`config.mk`:
```
export PLATFORM = sky130hd
export DESIGN_NAME = dpwm_mux_sched_flat
export DESIGN_NICKNAME = d
export VERILOG_FILES = /design/src/rtl/dpwm_mux_sched_if.sv /design/src/rtl/dpwm_mux_sched.sv /design/src/flat_wrapper.sv
export SDC_FILE = /design/constraint.sdc
export NUM_CORES = 1
export LEC_CHECK = 0
export BUFFER_PORTS_ARGS = -buffer_cell sky130_fd_sc_hd__clkbuf_2
export CAP_MARGIN = 20
export CORE_MARGIN = 8
export CORE_UTILIZATION = 59
export DETAILED_ROUTE_END_ITERATION = 8
export PLACE_DENSITY = 0.82
export SLEW_MARGIN = 20
export SYNTH_ARGS = -nofsm -noshare
export SYNTH_HDL_FRONTEND = slang
export SYNTH_SLANG_ARGS = --single-unit
```
`constraint.sdc`:
```
create_clock -name clk -period 4.69 [get_ports clk]
set_input_delay 0.938 -clock clk [delete_from_list [all_inputs] [get_ports clk]]
set_output_delay 0.938 -clock clk [all_outputs]
set_load 0.01 [all_outputs]
```
`src/rtl/dpwm_mux_sched_if.sv`:
```
// Bundle between the DPWM phase request logic and the duty-mux scheduler.
//   req        : per-phase request, bit i = phase i wants the duty mux
//   period_end : one-cycle pulse at the end of each PWM period
//   lock       : holds the current grant across period_end
//                (only when DPWM_SCHED_LOCK_EN is defined)
//   sel        : 4:1 duty mux select
//   grant      : one-hot grant, zero when nothing is granted
//   busy       : scheduler is granting or inside the dead-time guard
// Modports: master = scheduler (drives sel/grant/busy),
//           slave  = request/DPWM side (drives req/period_end/lock).
interface dpwm_mux_sched_if;
  logic [3:0] req;
  logic       period_end;
`ifdef DPWM_SCHED_LOCK_EN
  logic       lock;
`endif
  logic [1:0] sel;
  logic [3:0] grant;
  logic       busy;

`ifdef DPWM_SCHED_LOCK_EN
  modport master (input req, period_end, lock, output sel, grant, busy);
  modport slave  (output req, period_end, lock, input sel, grant, busy);
`else
  modport master (input req, period_end, output sel, grant, busy);
  modport slave  (output req, period_end, input sel, grant, busy);
`endif
endinterface

```
`src/rtl/dpwm_mux_sched.sv`:
```
// Round-robin scheduler sharing the 4:1 duty-word mux between four DPWM
// phase channels. Each grant is held for one DPWM period (or until the
// phase drops its request), followed by DEAD_CYC idle cycles with no grant
// before the next phase is selected.
// Ports:
//   clk     : system clock, rising edge
//   reset_n : asynchronous reset, active low
//   bus     : dpwm_mux_sched_if.master (req, period_end, [lock], sel, grant, busy)
// Parameters:
//   DEAD_CYC : guard cycles between release and next grant (0..15, 0 = none)
//   CNT_W    : dead-time counter width, 2**CNT_W > DEAD_CYC
// Optional feature macro: DPWM_SCHED_LOCK_EN adds the lock input, which
// makes a GRANT ignore period_end while lock is high.
module dpwm_mux_sched #(
  parameter int DEAD_CYC = 2,
  parameter int CNT_W    = 4
) (
  input  logic             clk,
  input  logic             reset_n,
  dpwm_mux_sched_if.master bus
);

  localparam logic [1:0] ST_IDLE  = 2'd0;
  localparam logic [1:0] ST_GRANT = 2'd1;
  localparam logic [1:0] ST_GUARD = 2'd2;

  localparam bit               NO_GUARD    = (DEAD_CYC == 0);
  localparam int               DEAD_LOAD_I = NO_GUARD ? 0 : DEAD_CYC - 1;
  localparam logic [CNT_W-1:0] DEAD_LOAD   = CNT_W'(DEAD_LOAD_I);

  logic [1:0]       state, state_nx;
  logic [1:0]       ptr, ptr_nx;
  logic [1:0]       sel_q, sel_nx;
  logic [3:0]       grant_q, grant_nx;
  logic             busy_q;
  logic [CNT_W-1:0] cnt, cnt_nx;
  logic             period_rel;
  logic             rel_now;
  logic             do_arb;
  logic [2:0]       arb;

  // Returns {found, index}: first set request searching p+1, p+2, p+3, p.
  // Iterating from the farthest offset down lets the nearest one win.
  function automatic logic [2:0] pick(input logic [3:0] r, input logic [1:0] p);
    logic [2:0] res;
    logic [1:0] c;
    res = 3'b000;
    for (int n = 4; n >= 1; n--) begin
      c = p + 2'(n);
      if (r[c]) res = {1'b1, c};
    end
    return res;
  endfunction

`ifdef DPWM_SCHED_LOCK_EN
  assign period_rel = bus.period_end && !bus.lock;
`else
  assign period_rel = bus.period_end;
`endif

  // A request drop and period_end in the same cycle form one release.
  assign rel_now = !bus.req[sel_q] || period_rel;
  assign arb     = pick(bus.req, ptr);

  always_comb begin
    state_nx = state;
    ptr_nx   = ptr;
    sel_nx   = sel_q;
    grant_nx = grant_q;
    cnt_nx   = cnt;
    do_arb   = 1'b0;
    case (state)
      ST_IDLE: do_arb = 1'b1;
      ST_GRANT: begin
        if (rel_now) begin
          grant_nx = 4'b0000;
          if (NO_GUARD) begin
            do_arb = 1'b1;
          end else begin
            state_nx = ST_GUARD;
            cnt_nx   = DEAD_LOAD;
          end
        end
      end
      ST_GUARD: begin
        if (cnt == '0) do_arb = 1'b1;
        else           cnt_nx = cnt - 1'b1;
      end
      default: state_nx = ST_IDLE;
    endcase
    // sel is only updated on a new grant so the mux output stays put
    // through the guard and while idle.
    if (do_arb) begin
      if (arb[2]) begin
        state_nx = ST_GRANT;
        grant_nx = 4'b0001 << arb[1:0];
        sel_nx   = arb[1:0];
        ptr_nx   = arb[1:0];
      end else begin
        state_nx = ST_IDLE;
        grant_nx = 4'b0000;
      end
    end
  end

  always_ff @(posedge clk or negedge reset_n) begin
    if (!reset_n) begin
      state   <= ST_IDLE;
      ptr     <= 2'd3;
      sel_q   <= 2'd0;
      grant_q <= 4'b0000;
      busy_q  <= 1'b0;
      cnt     <= '0;
    end else begin
      state   <= state_nx;
      ptr     <= ptr_nx;
      sel_q   <= sel_nx;
      grant_q <= grant_nx;
      busy_q  <= (state_nx != ST_IDLE);
      cnt     <= cnt_nx;
    end
  end

  assign bus.sel   = sel_q;
  assign bus.grant = grant_q;
  assign bus.busy  = busy_q;

endmodule

```
`src/flat_wrapper.sv`:
```
// flat-port wrapper written by rule: the top's interface ports become plain ports
module dpwm_mux_sched_flat 
#(
  parameter int DEAD_CYC = 2,
  parameter int CNT_W    = 4
)
  (clk, reset_n, bus_req, bus_period_end, bus_sel, bus_grant, bus_busy);
  dpwm_mux_sched_if bus_i ();
  input  logic clk;
  input  logic reset_n;
  input wire logic [$bits(bus_i.req)-1:0] bus_req;
  input wire logic [$bits(bus_i.period_end)-1:0] bus_period_end;
  output wire logic [$bits(bus_i.sel)-1:0] bus_sel;
  output wire logic [$bits(bus_i.grant)-1:0] bus_grant;
  output wire logic [$bits(bus_i.busy)-1:0] bus_busy;
  assign bus_i.req = bus_req;
  assign bus_i.period_end = bus_period_end;
  assign bus_sel = bus_i.sel;
  assign bus_grant = bus_i.grant;
  assign bus_busy = bus_i.busy;
  dpwm_mux_sched #(.DEAD_CYC(DEAD_CYC), .CNT_W(CNT_W)) u_core (.clk(clk), .reset_n(reset_n), .bus(bus_i));
endmodule
```
==> metrics.md <==
| Metric | Value |
|---|---|
| Via count | `763` |
| Cell area after layout | `1030 um^2` |
| Fill cells | `between 100 and 150` |
| Clock root buffer | `clkbuf_4` |
| DP Wirelength | `roughly 1500 um` |
| First-pass GRT wire length | `3350 um` |
| EDFF count, synth | `0` |
| Critical path cell sequence | `clkbuf_2, or4_4, o21ai_4, a21oi_2, a32o_1` |
| Die outline width | `55.8 um` |
| Area after DPL | `1010 um^2` |
| Status | `complete, no violations` |
| CTS tree | `done` |
| WL/cell | `15.7 um` |
| Slew headroom | `73.6%` |
| Clock slew at reported path FFs | `0.09 ns` |
| Syn nets | `between 100 and 150` |
| Die Span Y | `55.8 um` |
| Initial Utilization | `62.9%` |
| Cell count after synthesis | `95` |
| Max cap viols | `0` |
| Total gr overflow | `0` |
| Sequential element share of the synthesized area | `40.4%` |
| Antenna viol nets, final | `0` |
| Worst endpoint required time | `4.87 ns` |
| CP Class | `in2reg` |
| GRT Total Usage | `13.1%` |
| Cell taking the most area after synthesis | `dfrtp_1` |
| IO Pins | `14` |
| Worst-margin pin slew | `0.394 ns` |
| Cell row count | `14` |
| Number of diodes | `0` |
| Crit end category | `flop` |
| Post-CTS Hold Fix Bufs | `0` |
| R2R Path Start | `u_core.state[0]$_DFF_PN0_` |
| Leak pwr | `~0.46 nW` |
| CTS Buffer Depth | `2` |
| HP Start | `u_core.bus.grant[2]$_DFFE_PN0P_` |
| Antenna violations before repair | `0` |
| Util after Layout | `between 60% and 70%` |
| Crit path from | `bus_req[2]` |
| Htree depth | `1` |
| Total number of yosys warnings | `0` |
| Total wire length | `1980 um` |
| Iteration-0 DRC Markers | `31` |
| Post-synth ARST share | `100%` |
| CP max stage delay | `between 0.5 and 0.6 ns` |
| Area of the core | `~1500 um^2` |
| Post-cts gate resize count | `0` |
| Crit-path max FO | `7` |
| Fin. Hold Viols | `0` |
| WP data arrival | `2.10 ns` |
| Post-synth cell types | `36` |
| Pre-antenna DRT Iters | `4` |
| Startpoint types | `primary input` |
| Layout area overhead | `10.6%` |
| Yosys top cell area share | `34.8%` |
| Max frequency | `521 MHz` |
| CTS Buf Count | `3` |
| Post-CTS setup buffers | `0` |
| Drc violations | `0` |
| Setup violators final | `0` |
| Final #Nets | `123` |
| Placer congestion estimate | `0.829` |
| Via density | `slightly above 6` |
| Syn_area_per_cell | `9.85 um^2` |
| Clk_lat worst skew | `0.29 ns` |
| Vias in the first global route | `719` |
| Yosys reg bits | `15` |
| Slew Limit Fails | `0` |
| Largest net degree at the start of global routing | `16` |
| Slowest cell on the critical path | `or4_4` |
| Total clock sinks | `15` |
| Unrepaired setup endpoints after global routing | `false` |
| I/O Buffers | `13` |
| Tcrit/Tclk final | `between 40% and 50%` |
| Top post-synthesis cells by area | `dfrtp_1, ha_1, dfstp_2, nand2_1, mux2i_1` |
| Layout cells sized above 1 | `23.6%` |
| Clock skew | `0.00512 ns` |
| Post-Syn Area | `936 um^2` |
| VDD IR max | `0.000393 V` |
| Post-synth top cells | `dfrtp_1, nand2_1, inv_1` |
| Most common flop cell mapped by yosys | `dfrtp_1` |
| Final Critical Period | `1.92 ns` |
| Path type of the worst min-delay path | `reg2reg` |
| TNS Setup | `0 ns` |
| Power per cell area | `625 nW/um^2` |
| Count leader, synth | `dfrtp_1` |
| Full die area | `3120 um^2` |
per-layer routing:
layer / part of all wire (%) / global-route usage, %
met5: 0 / 0
met4: 2.2 / 7.22
met3: 7.2 / 4.57
met2: 45 / 20.5
met1: 46 / 15.1
where the power goes:
| group | total, mW | internal, mW | switching [mW] | leakage, nW |
|---|---|---|---|---|
| Clock | 0.0743 | 0.0331 | 0.0412 | 0.0150 |
| Sequential | 0.234 | 0.184 | 0.0493 | 0.185 |
| Combinational | 0.338 | 0.146 | 0.193 | 0.263 |
| Total | 0.646 | 0.363 | 0.283 | 0.463 |
placed cells by master (no fill, tap or decap), types with 2 or more instances in the layout:
cell,synthesis,final
nand2_1,11,11
a2bb2oi_1,2,2
o2bb2ai_1,2,2
o21ai_0,5,5
a32o_1,2,2
clkbuf_4,0,3
o221ai_1,2,2
mux2i_1,4,4
o32ai_1,2,2
ha_1,5,5
nor2_1,3,3
nand2b_1,4,4
a21oi_1,5,5
a211o_1,2,2
inv_1,10,10
dfstp_2,2,2
a21oi_2,2,2
clkbuf_2,1,13
dfrtp_1,13,13
worst max-delay path: cells and delay by family:
kind	cells	cell delay, ns
AOI/OAI and AO/OA	3	0.47
and+or+nand+nor	1	0.57
buffers and inverters	1	0.12
metrics by stage:
stage / setup WS, ns / hold slack (ns) / total power, mW / cells
final: 2.77 / 0.499 / 0.646 / 126
after global routing: 2.71 / 0.533 / 0.699 / 126
after CTS: 2.77 / 0.503 / 0.649 / 126
after detailed placement: 2.49 / 0.483 / 0.570 / 122
after global placement: 2.53 / 0.487 / 0.555 / 122
after floorplan: 2.70 / 0.498 / 0.485 / 95
registers in the layout, indices dropped and copies added (netlist names):
| name | cells |
|---|---|
| u_core.bus.grant | 4 |
| u_core.cnt | 4 |
| u_core.bus.sel | 2 |
| u_core.ptr | 2 |
| u_core.state | 2 |
| u_core.bus.busy | 1 |
final cells by class:
cell class / instances / area [um^2] / share of cell area, %
Multi-Input combinational cell: 68 / 508 / 49.1
Sequential cell: 15 / 378 / 36.5
Timing Repair Buffer: 13 / 65.1 / 6.29
Inverter: 10 / 37.5 / 3.63
Clock buffer: 4 / 26.3 / 2.54
Tap cell: 16 / 20.0 / 1.93
path summary, 6_finish.rpt:
path                                                    to  slack, ns  cells past startpoint
setup reg to reg           u_core.bus.grant[1]$_DFFE_PN0P_       2.80                      6
setup / recovery           u_core.bus.grant[0]$_DFFE_PN0P_       2.77                      5
hold / removal             u_core.bus.grant[2]$_DFFE_PN0P_       0.50                      1
max in group asynchronous        u_core.ptr[0]$_DFFE_PN1P_       3.82                      1
min in group asynchronous  u_core.bus.grant[0]$_DFFE_PN0P_       0.55                      1
hold reg to reg            u_core.bus.grant[2]$_DFFE_PN0P_       0.50                      1
cells by family after synthesis:
logic type | after synthesis | synth area share (%)
multiplexers | 5 | 5.48
AND/OR/NAND/NOR | 28 | 16.6
flip-flops | 15 | 40.4
adder cells (fa/ha/maj) | 5 | 6.68
AO/OA/AOI/OAI | 30 | 25.5
buffers and inverters | 12 | 5.35
Note: power is estimated with default switching activity, not from simulation.
